<file path="src/rtl/random_delay_arm_if.sv">
// -----------------------------------------------------------------------------
// random_delay_arm_if
// Signal bundle between the reaction-timer controller and random_delay_arm.
//   r        [11:0] pseudo-random word from the LFSR stage
//   start           single-cycle start request
//   press           single-cycle player button press
//   busy            high while arming or showing GO
//   go              GO indication for the reaction counter
//   foul            false start flag (press while arming)
//   delay_ms [12:0] delay of the current/last round in ms
// modport master : drives r/start/press, observes the status outputs
// modport slave  : the random_delay_arm side
// -----------------------------------------------------------------------------
`timescale 1ns/1ps
interface random_delay_arm_if;
  logic [11:0] r;
  logic        start;
  logic        press;
  logic        busy;
  logic        go;
  logic        foul;
  logic [12:0] delay_ms;

  modport master (
    output r, start, press,
    input  busy, go, foul, delay_ms
  );

  modport slave (
    input  r, start, press,
    output busy, go, foul, delay_ms
  );
endinterface

</file>
<file path="src/rtl/random_delay_arm.sv">
// -----------------------------------------------------------------------------
// random_delay_arm
// Turns a latched pseudo-random word into a randomized GO instant. An accepted
// start loads MIN_MS + r ms, a millisecond prescaler counts the wait down, and
// GO is raised when it runs out. A press while waiting is a false start.
//
// Ports:
//   clk50M  in   system clock
//   rst_n   in   asynchronous active-low reset
//   bus     slave modport of random_delay_arm_if (r/start/press in,
//                busy/go/foul/delay_ms out, all outputs registered)
// Parameters:
//   CLK_PER_MS  clock cycles per millisecond tick (>= 2)
//   MIN_MS      fixed minimum delay in ms (MIN_MS + 4095 must fit 13 bits)
//   TIMEOUT_MS  GO timeout in ms, active only with the macro below
// Optional feature macro: RANDOM_DELAY_ARM_TIMEOUT_EN
//   defined   : GO returns to IDLE after TIMEOUT_MS without a press
//   undefined : GO holds until press or reset
// -----------------------------------------------------------------------------
`timescale 1ns/1ps
module random_delay_arm #(
  parameter int CLK_PER_MS = 50000,
  parameter int MIN_MS     = 1000,
  parameter int TIMEOUT_MS = 3000
) (
  input  logic               clk50M,
  input  logic               rst_n,
  random_delay_arm_if.slave  bus
);

  localparam int              PW         = (CLK_PER_MS > 1) ? $clog2(CLK_PER_MS) : 1;
  localparam logic [PW-1:0]   PRESC_LAST = PW'(CLK_PER_MS - 1);
  localparam logic [12:0]     MIN_MS_C   = 13'(MIN_MS);

  // Elaboration-time parameter sanity checks
  if (CLK_PER_MS < 2) begin : g_bad_clk_per_ms
    $error("random_delay_arm: CLK_PER_MS must be >= 2");
  end
  if ((MIN_MS < 0) || (MIN_MS + 4095 > 8191)) begin : g_bad_min_ms
    $error("random_delay_arm: MIN_MS + 4095 must fit in 13 bits");
  end
  if ((TIMEOUT_MS < 1) || (TIMEOUT_MS > 8191)) begin : g_bad_timeout_ms
    $error("random_delay_arm: TIMEOUT_MS must be 1..8191");
  end

  typedef enum logic [1:0] {
    ST_IDLE = 2'd0,
    ST_ARM  = 2'd1,
    ST_GO   = 2'd2,
    ST_FOUL = 2'd3
  } state_t;

  state_t          r_state;
  state_t          w_next_state;
  logic [PW-1:0]   r_presc;
  logic [12:0]     r_remain;
  logic [12:0]     r_delay_ms;
  logic            r_busy;
  logic            r_go;
  logic            r_foul;
  logic            w_busy;
  logic            w_go;
  logic            w_foul;
  logic            w_start_ok;
  logic            w_wrap;
  logic [12:0]     w_sum;

  // Only IDLE and FOUL accept a start; ARM/GO ignore it
  assign w_start_ok = bus.start && ((r_state == ST_IDLE) || (r_state == ST_FOUL));
  assign w_wrap     = (r_presc == PRESC_LAST);
  // 13-bit sum; parameter checks guarantee it cannot overflow
  assign w_sum      = MIN_MS_C + {1'b0, bus.r};

`ifdef RANDOM_DELAY_ARM_TIMEOUT_EN
  localparam logic [12:0] TIMEOUT_C = 13'(TIMEOUT_MS);
  logic [12:0] r_tmo;
  logic        w_tmo_expire;

  // Expiry is the wrap that would take the timeout count from 1 to 0
  assign w_tmo_expire = (r_state == ST_GO) && w_wrap && (r_tmo == 13'd1);

  // GO timeout counter: loaded on GO entry, decremented per ms tick in GO
  always_ff @(posedge clk50M or negedge rst_n) begin
    if (!rst_n) begin
      r_tmo <= 13'd0;
    end else if ((r_state != ST_GO) && (w_next_state == ST_GO)) begin
      r_tmo <= TIMEOUT_C;
    end else if ((r_state == ST_GO) && w_wrap && (r_tmo != 13'd0)) begin
      r_tmo <= r_tmo - 13'd1;
    end else begin
      r_tmo <= r_tmo;
    end
  end
`endif

  // State register
  always_ff @(posedge clk50M or negedge rst_n) begin
    if (!rst_n) begin
      r_state <= ST_IDLE;
    end else begin
      r_state <= w_next_state;
    end
  end

  // Next-state logic; press has priority over the GO transition in ARM
  always_comb begin
    w_next_state = r_state;
    case (r_state)
      ST_IDLE: begin
        if (bus.start) w_next_state = ST_ARM;
        else           w_next_state = ST_IDLE;
      end
      ST_ARM: begin
        if (bus.press)                             w_next_state = ST_FOUL;
        else if (r_remain == 13'd0)                w_next_state = ST_GO;
        else if (w_wrap && (r_remain == 13'd1))    w_next_state = ST_GO;
        else                                       w_next_state = ST_ARM;
      end
      ST_GO: begin
        if (bus.press)         w_next_state = ST_IDLE;
`ifdef RANDOM_DELAY_ARM_TIMEOUT_EN
        else if (w_tmo_expire) w_next_state = ST_IDLE;
`endif
        else                   w_next_state = ST_GO;
      end
      ST_FOUL: begin
        if (bus.start) w_next_state = ST_ARM;
        else           w_next_state = ST_FOUL;
      end
      default: w_next_state = ST_IDLE;
    endcase
  end

  // Output decode from the next state so the registered outputs track the state
  always_comb begin
    w_busy = 1'b0;
    w_go   = 1'b0;
    w_foul = 1'b0;
    case (w_next_state)
      ST_IDLE: begin
        w_busy = 1'b0;
        w_go   = 1'b0;
        w_foul = 1'b0;
      end
      ST_ARM: begin
        w_busy = 1'b1;
        w_go   = 1'b0;
        w_foul = 1'b0;
      end
      ST_GO: begin
        w_busy = 1'b1;
        w_go   = 1'b1;
        w_foul = 1'b0;
      end
      ST_FOUL: begin
        w_busy = 1'b0;
        w_go   = 1'b0;
        w_foul = 1'b1;
      end
      default: begin
        w_busy = 1'b0;
        w_go   = 1'b0;
        w_foul = 1'b0;
      end
    endcase
  end

  // Registered outputs
  always_ff @(posedge clk50M or negedge rst_n) begin
    if (!rst_n) begin
      r_busy <= 1'b0;
      r_go   <= 1'b0;
      r_foul <= 1'b0;
    end else begin
      r_busy <= w_busy;
      r_go   <= w_go;
      r_foul <= w_foul;
    end
  end

  // Millisecond prescaler: restarts on accepted start, runs in ARM and GO
  always_ff @(posedge clk50M or negedge rst_n) begin
    if (!rst_n) begin
      r_presc <= '0;
    end else if (w_start_ok) begin
      r_presc <= '0;
    end else if ((r_state == ST_ARM) || (r_state == ST_GO)) begin
      r_presc <= w_wrap ? '0 : (r_presc + PW'(1));
    end else begin
      r_presc <= '0;
    end
  end

  // Remaining-ms counter and latched delay, both loaded only on accepted start
  always_ff @(posedge clk50M or negedge rst_n) begin
    if (!rst_n) begin
      r_remain   <= 13'd0;
      r_delay_ms <= 13'd0;
    end else if (w_start_ok) begin
      r_remain   <= w_sum;
      r_delay_ms <= w_sum;
    end else if ((r_state == ST_ARM) && w_wrap && (r_remain != 13'd0)) begin
      r_remain   <= r_remain - 13'd1;
      r_delay_ms <= r_delay_ms;
    end else begin
      r_remain   <= r_remain;
      r_delay_ms <= r_delay_ms;
    end
  end

  assign bus.busy     = r_busy;
  assign bus.go       = r_go;
  assign bus.foul     = r_foul;
  assign bus.delay_ms = r_delay_ms;

endmodule
</file>
<file path="src/flat_wrapper.sv">
// flat-port wrapper written by rule: the top's interface ports become plain ports
module random_delay_arm_flat 
#(
  parameter int CLK_PER_MS = 50000,
  parameter int MIN_MS     = 1000,
  parameter int TIMEOUT_MS = 3000
)
  (clk50M, rst_n, bus_r, bus_start, bus_press, bus_busy, bus_go, bus_foul, bus_delay_ms);
  random_delay_arm_if bus_i ();
  input  logic clk50M;
  input  logic rst_n;
  input wire logic [$bits(bus_i.r)-1:0] bus_r;
  input wire logic [$bits(bus_i.start)-1:0] bus_start;
  input wire logic [$bits(bus_i.press)-1:0] bus_press;
  output wire logic [$bits(bus_i.busy)-1:0] bus_busy;
  output wire logic [$bits(bus_i.go)-1:0] bus_go;
  output wire logic [$bits(bus_i.foul)-1:0] bus_foul;
  output wire logic [$bits(bus_i.delay_ms)-1:0] bus_delay_ms;
  assign bus_i.r = bus_r;
  assign bus_i.start = bus_start;
  assign bus_i.press = bus_press;
  assign bus_busy = bus_i.busy;
  assign bus_go = bus_i.go;
  assign bus_foul = bus_i.foul;
  assign bus_delay_ms = bus_i.delay_ms;
  random_delay_arm #(.CLK_PER_MS(CLK_PER_MS), .MIN_MS(MIN_MS), .TIMEOUT_MS(TIMEOUT_MS)) u_core (.clk50M(clk50M), .rst_n(rst_n), .bus(bus_i));
endmodule
</file>
<file path="config.mk">
export PLATFORM = sky130hd
export DESIGN_NAME = random_delay_arm_flat
export DESIGN_NICKNAME = d
export VERILOG_FILES = /design/src/rtl/random_delay_arm_if.sv /design/src/rtl/random_delay_arm.sv /design/src/flat_wrapper.sv
export SDC_FILE = /design/constraint.sdc
export NUM_CORES = 1
export LEC_CHECK = 0
export BUFFER_PORTS_ARGS = -buffer_cell sky130_fd_sc_hd__buf_2
export CORE_ASPECT_RATIO = 1.1
export CORE_MARGIN = 2
export CORE_UTILIZATION = 26
export DETAILED_ROUTE_END_ITERATION = 10
export SETUP_SLACK_MARGIN = 0.02
export SYNTH_ARGS = -nofsm -noshare
export SYNTH_HDL_FRONTEND = slang
export SYNTH_SLANG_ARGS = --single-unit
</file>
<file path="constraint.sdc">
create_clock -name clk50M -period 2.4 [get_ports clk50M]
set_input_delay 0.24 -clock clk50M [delete_from_list [all_inputs] [get_ports clk50M]]
set_output_delay 0.24 -clock clk50M [all_outputs]
set_load 0.005 [all_outputs]
</file>
==> flow_summary.toml <==
[synth]
synth-seq-cells = 47
synth_ff_type = "dfrtp_1"
synth_area_leaders = "dfrtp_1 47%, xor2_1 5.6%, ha_1 5.5%"
synth_area_mm2 = 0.00250
yosysWarnings = 0
syn_nets = 280
synth_edf_count = 0
async_flop_share_pct = 100
yosysTopAreaCellShare_pct = 47.1
syn_inst = 253
avgSynthCellArea_um2 = 9.87
synth_cell_type_count = 46
yosysTopAreaCell = "dfrtp_1"
synth-seq-area-share_pct = 47.1

[detailed_routing]
drt_iter0_drc = 84
first_pass_iters = 4
wl_per_cell_um = 13.0
antenna_left = 0
drc = 0
vias = 2002
wirelength_um = 5510
routed_via_density = 4.71

[cts]
clock_path_buffers = 2
cts-root-buf = "clkbuf_8"
clk_pin_slew_ps = 90
cts_tree = "yes"
clk_latency_ps = 300
cts.sinks = 47
cts_max_level = 2
cts_buffers = 5
ctsResizeCount = 0

[worst_hold_path]
hp-start = "bus_r[1]"
holdPathStages = 3
min_path_type = "input pin to register"
hold_path_end = "u_core.bus.delay_ms[1]"

[layout]
syn_to_final_growth_pct = 22.1
drive_gt1_share_pct = 21.8
antennaDiodeCount = 0
design_area_mm2 = 0.00305
nets = 334
final_cells = 425

[setup_path]
crit_type = "register to register"
r2r_slack_ps = 80
endpoint_kind = "register"
crit_chain = "or4b_4 > or4_4 > a211o_1 > nand2_1 > a22o_1 > ha_1 > inv_1"
r2r_cells = 7
worstSetupStartpointType = "register"
path_max_fanout = 3
required_ps = 2640
critPathArrivalTime_ps = 2560
r2r-start = "u_core.r_presc[7]"
cp-startpoint = "u_core.r_presc[7]"
slowest_stage = "or4b_4"
slowest_delay_ps = 570
r2r-end = "u_core.bus.busy"

[placement]
placed_cells = 410
port_buffers = 31
routabilityCongestion = 0.786
place_hpwl_um = 3910
place_area_mm2 = 0.00290

[sta]
max_freq_ghz = 0.432
tightestPinTransition_ps = 770
slew_headroom_pct = 48.7
fin_worst_skew_ps = 5.89
setup_tns_ps = 0
drv_slew = 0
timing.final.crit_share_pct = 96.5
min_period_ps = 2320
setup_violations = 0
hold_violations = 0
rsz0062_at_grt = "yes"

[global_route]
grt_usage_pct = 10.7
grt_antenna_before_repair = 0
overflow = 0
grt_pass1_wl_um = 9150
grt_pass1_vias = 1995
grt_start_max_net_pins = 47

[outcome]
status = "completed"

[floorplanning]
rows = 37
initial_utilization_pct = 26.7
io_pins = 32
die_area_mm2 = 0.0104
core_area_mm2 = 0.00935
dieHeight_um = 107
die_w_um = 97.4

[power_and_ir_drop]
peakVddDrop_mv = 0.274
p_leak_nw = 1.39
power_density_mw_per_mm2 = 968

[run]
max_cap_violations = 0
[cells by family after synthesis]
family	synth area share [%]
simple gates	24.7
flops	47.1
compound gates	10.2
xor+xnor	8.77
buf+inv	2.41
fa+ha+maj	5.51
mux	1.25
[state kept, by name, summed over array words and instances (netlist names)]
name	cells
u_core.r_presc	16
u_core.bus.delay_ms	13
u_core.r_remain	13
u_core.r_state	2
u_core.bus.busy	1
u_core.bus.foul	1
u_core.bus.go	1
[layout make-up]
type / count / area [um2]
flip-flops and latches: 47 / 1180
repair buffers: 52 / 328
clock inverters: 1 / 5.00
inverters: 10 / 37.5
well taps: 117 / 146
clock buffers: 7 / 76.3
multi-input cells: 191 / 1280
fillers: 968 / 6300
[where the power goes]
group	total (W)	internal (W)	leakage (nW)	switching [W]
sequential	0.00128	0.00107	0.591	0.000204
clock	0.000470	0.000205	0.0422	0.000265
combinational	0.00120	0.000507	0.758	0.000694
total	0.00295	0.00178	1.39	0.00116
[cell usage in the layout (no fill, tap or decap), drive strengths merged, types with 3 or more instances in the layout]
cell,instances
a21oi,7
a31oi,4
and2,3
buf,51
clkbuf,7
dfrtp,47
ha,11
inv,10
nand2,28
nand3,7
nand4,9
nor2,36
nor3,5
nor4,3
o21ai,10
or3,3
or4,4
or4b,3
xnor2,9
xor2,16
[critical path, delay by kind of cell (launching register included)]
kind,cells,cell delay [ps]
flops,1,380
fa+ha+maj,1,220
simple gates,3,1160
buf+inv,1,60
compound gates,2,430
[synthesized netlist by cell type (all sizes together), types with 3 or more instances]
library cell,count
a21oi,7
a31oi,4
and2,3
clkbuf,6
dfrtp,47
ha,11
inv,10
nand2,28
nand3,7
nand4,9
nor2,36
nor3,5
nor4,3
o21ai,10
or3,3
or4,4
or4b,3
xnor2,9
xor2,16
[how the worst max path moves through the flow]
stage          cells past startpoint         endpoint
6_report                           7  u_core.bus.busy
5_1_grt                            7  u_core.bus.busy
4_1_cts                            7  u_core.bus.busy
3_5_place_dp                       7  u_core.bus.busy
3_3_place_gp                       7  u_core.bus.busy
2_1_floorplan                      7  u_core.bus.busy
[stage by stage]
stage | hold WS [ps] | setup slack [ps] | util [%] | power [W]
detailed placement | 39.7 | 48.3 | 31.0 | 0.00249
floorplan | -55.6 | 105 | - | 0.00202
CTS | 145 | 34.8 | 32.0 | 0.00298
finish | 150 | 83.9 | 32.6 | 0.00295
global route | 166 | 5.98 | 32.6 | 0.00320
global placement | 41.6 | 79.0 | 31.0 | 0.00246
[metal layers]
layer  vias to the layer above  GRT usage, %  wire length, um
li1                        994             -                -
met1                       957          13.6             2600
met4                         0          3.67               68
met5                         -             0                0
met2                        44          17.4             2560
met3                         7          3.06              287
[what timing repair did]
item,CTS,global route
gates cloned,0,1
pin swaps,2,3
hold endpoints to repair,47,0
buffers inserted,0,5
hold buffers,1,0
setup endpoints to repair,1,2
No activity file was read; power rests on OpenSTA's default activity.
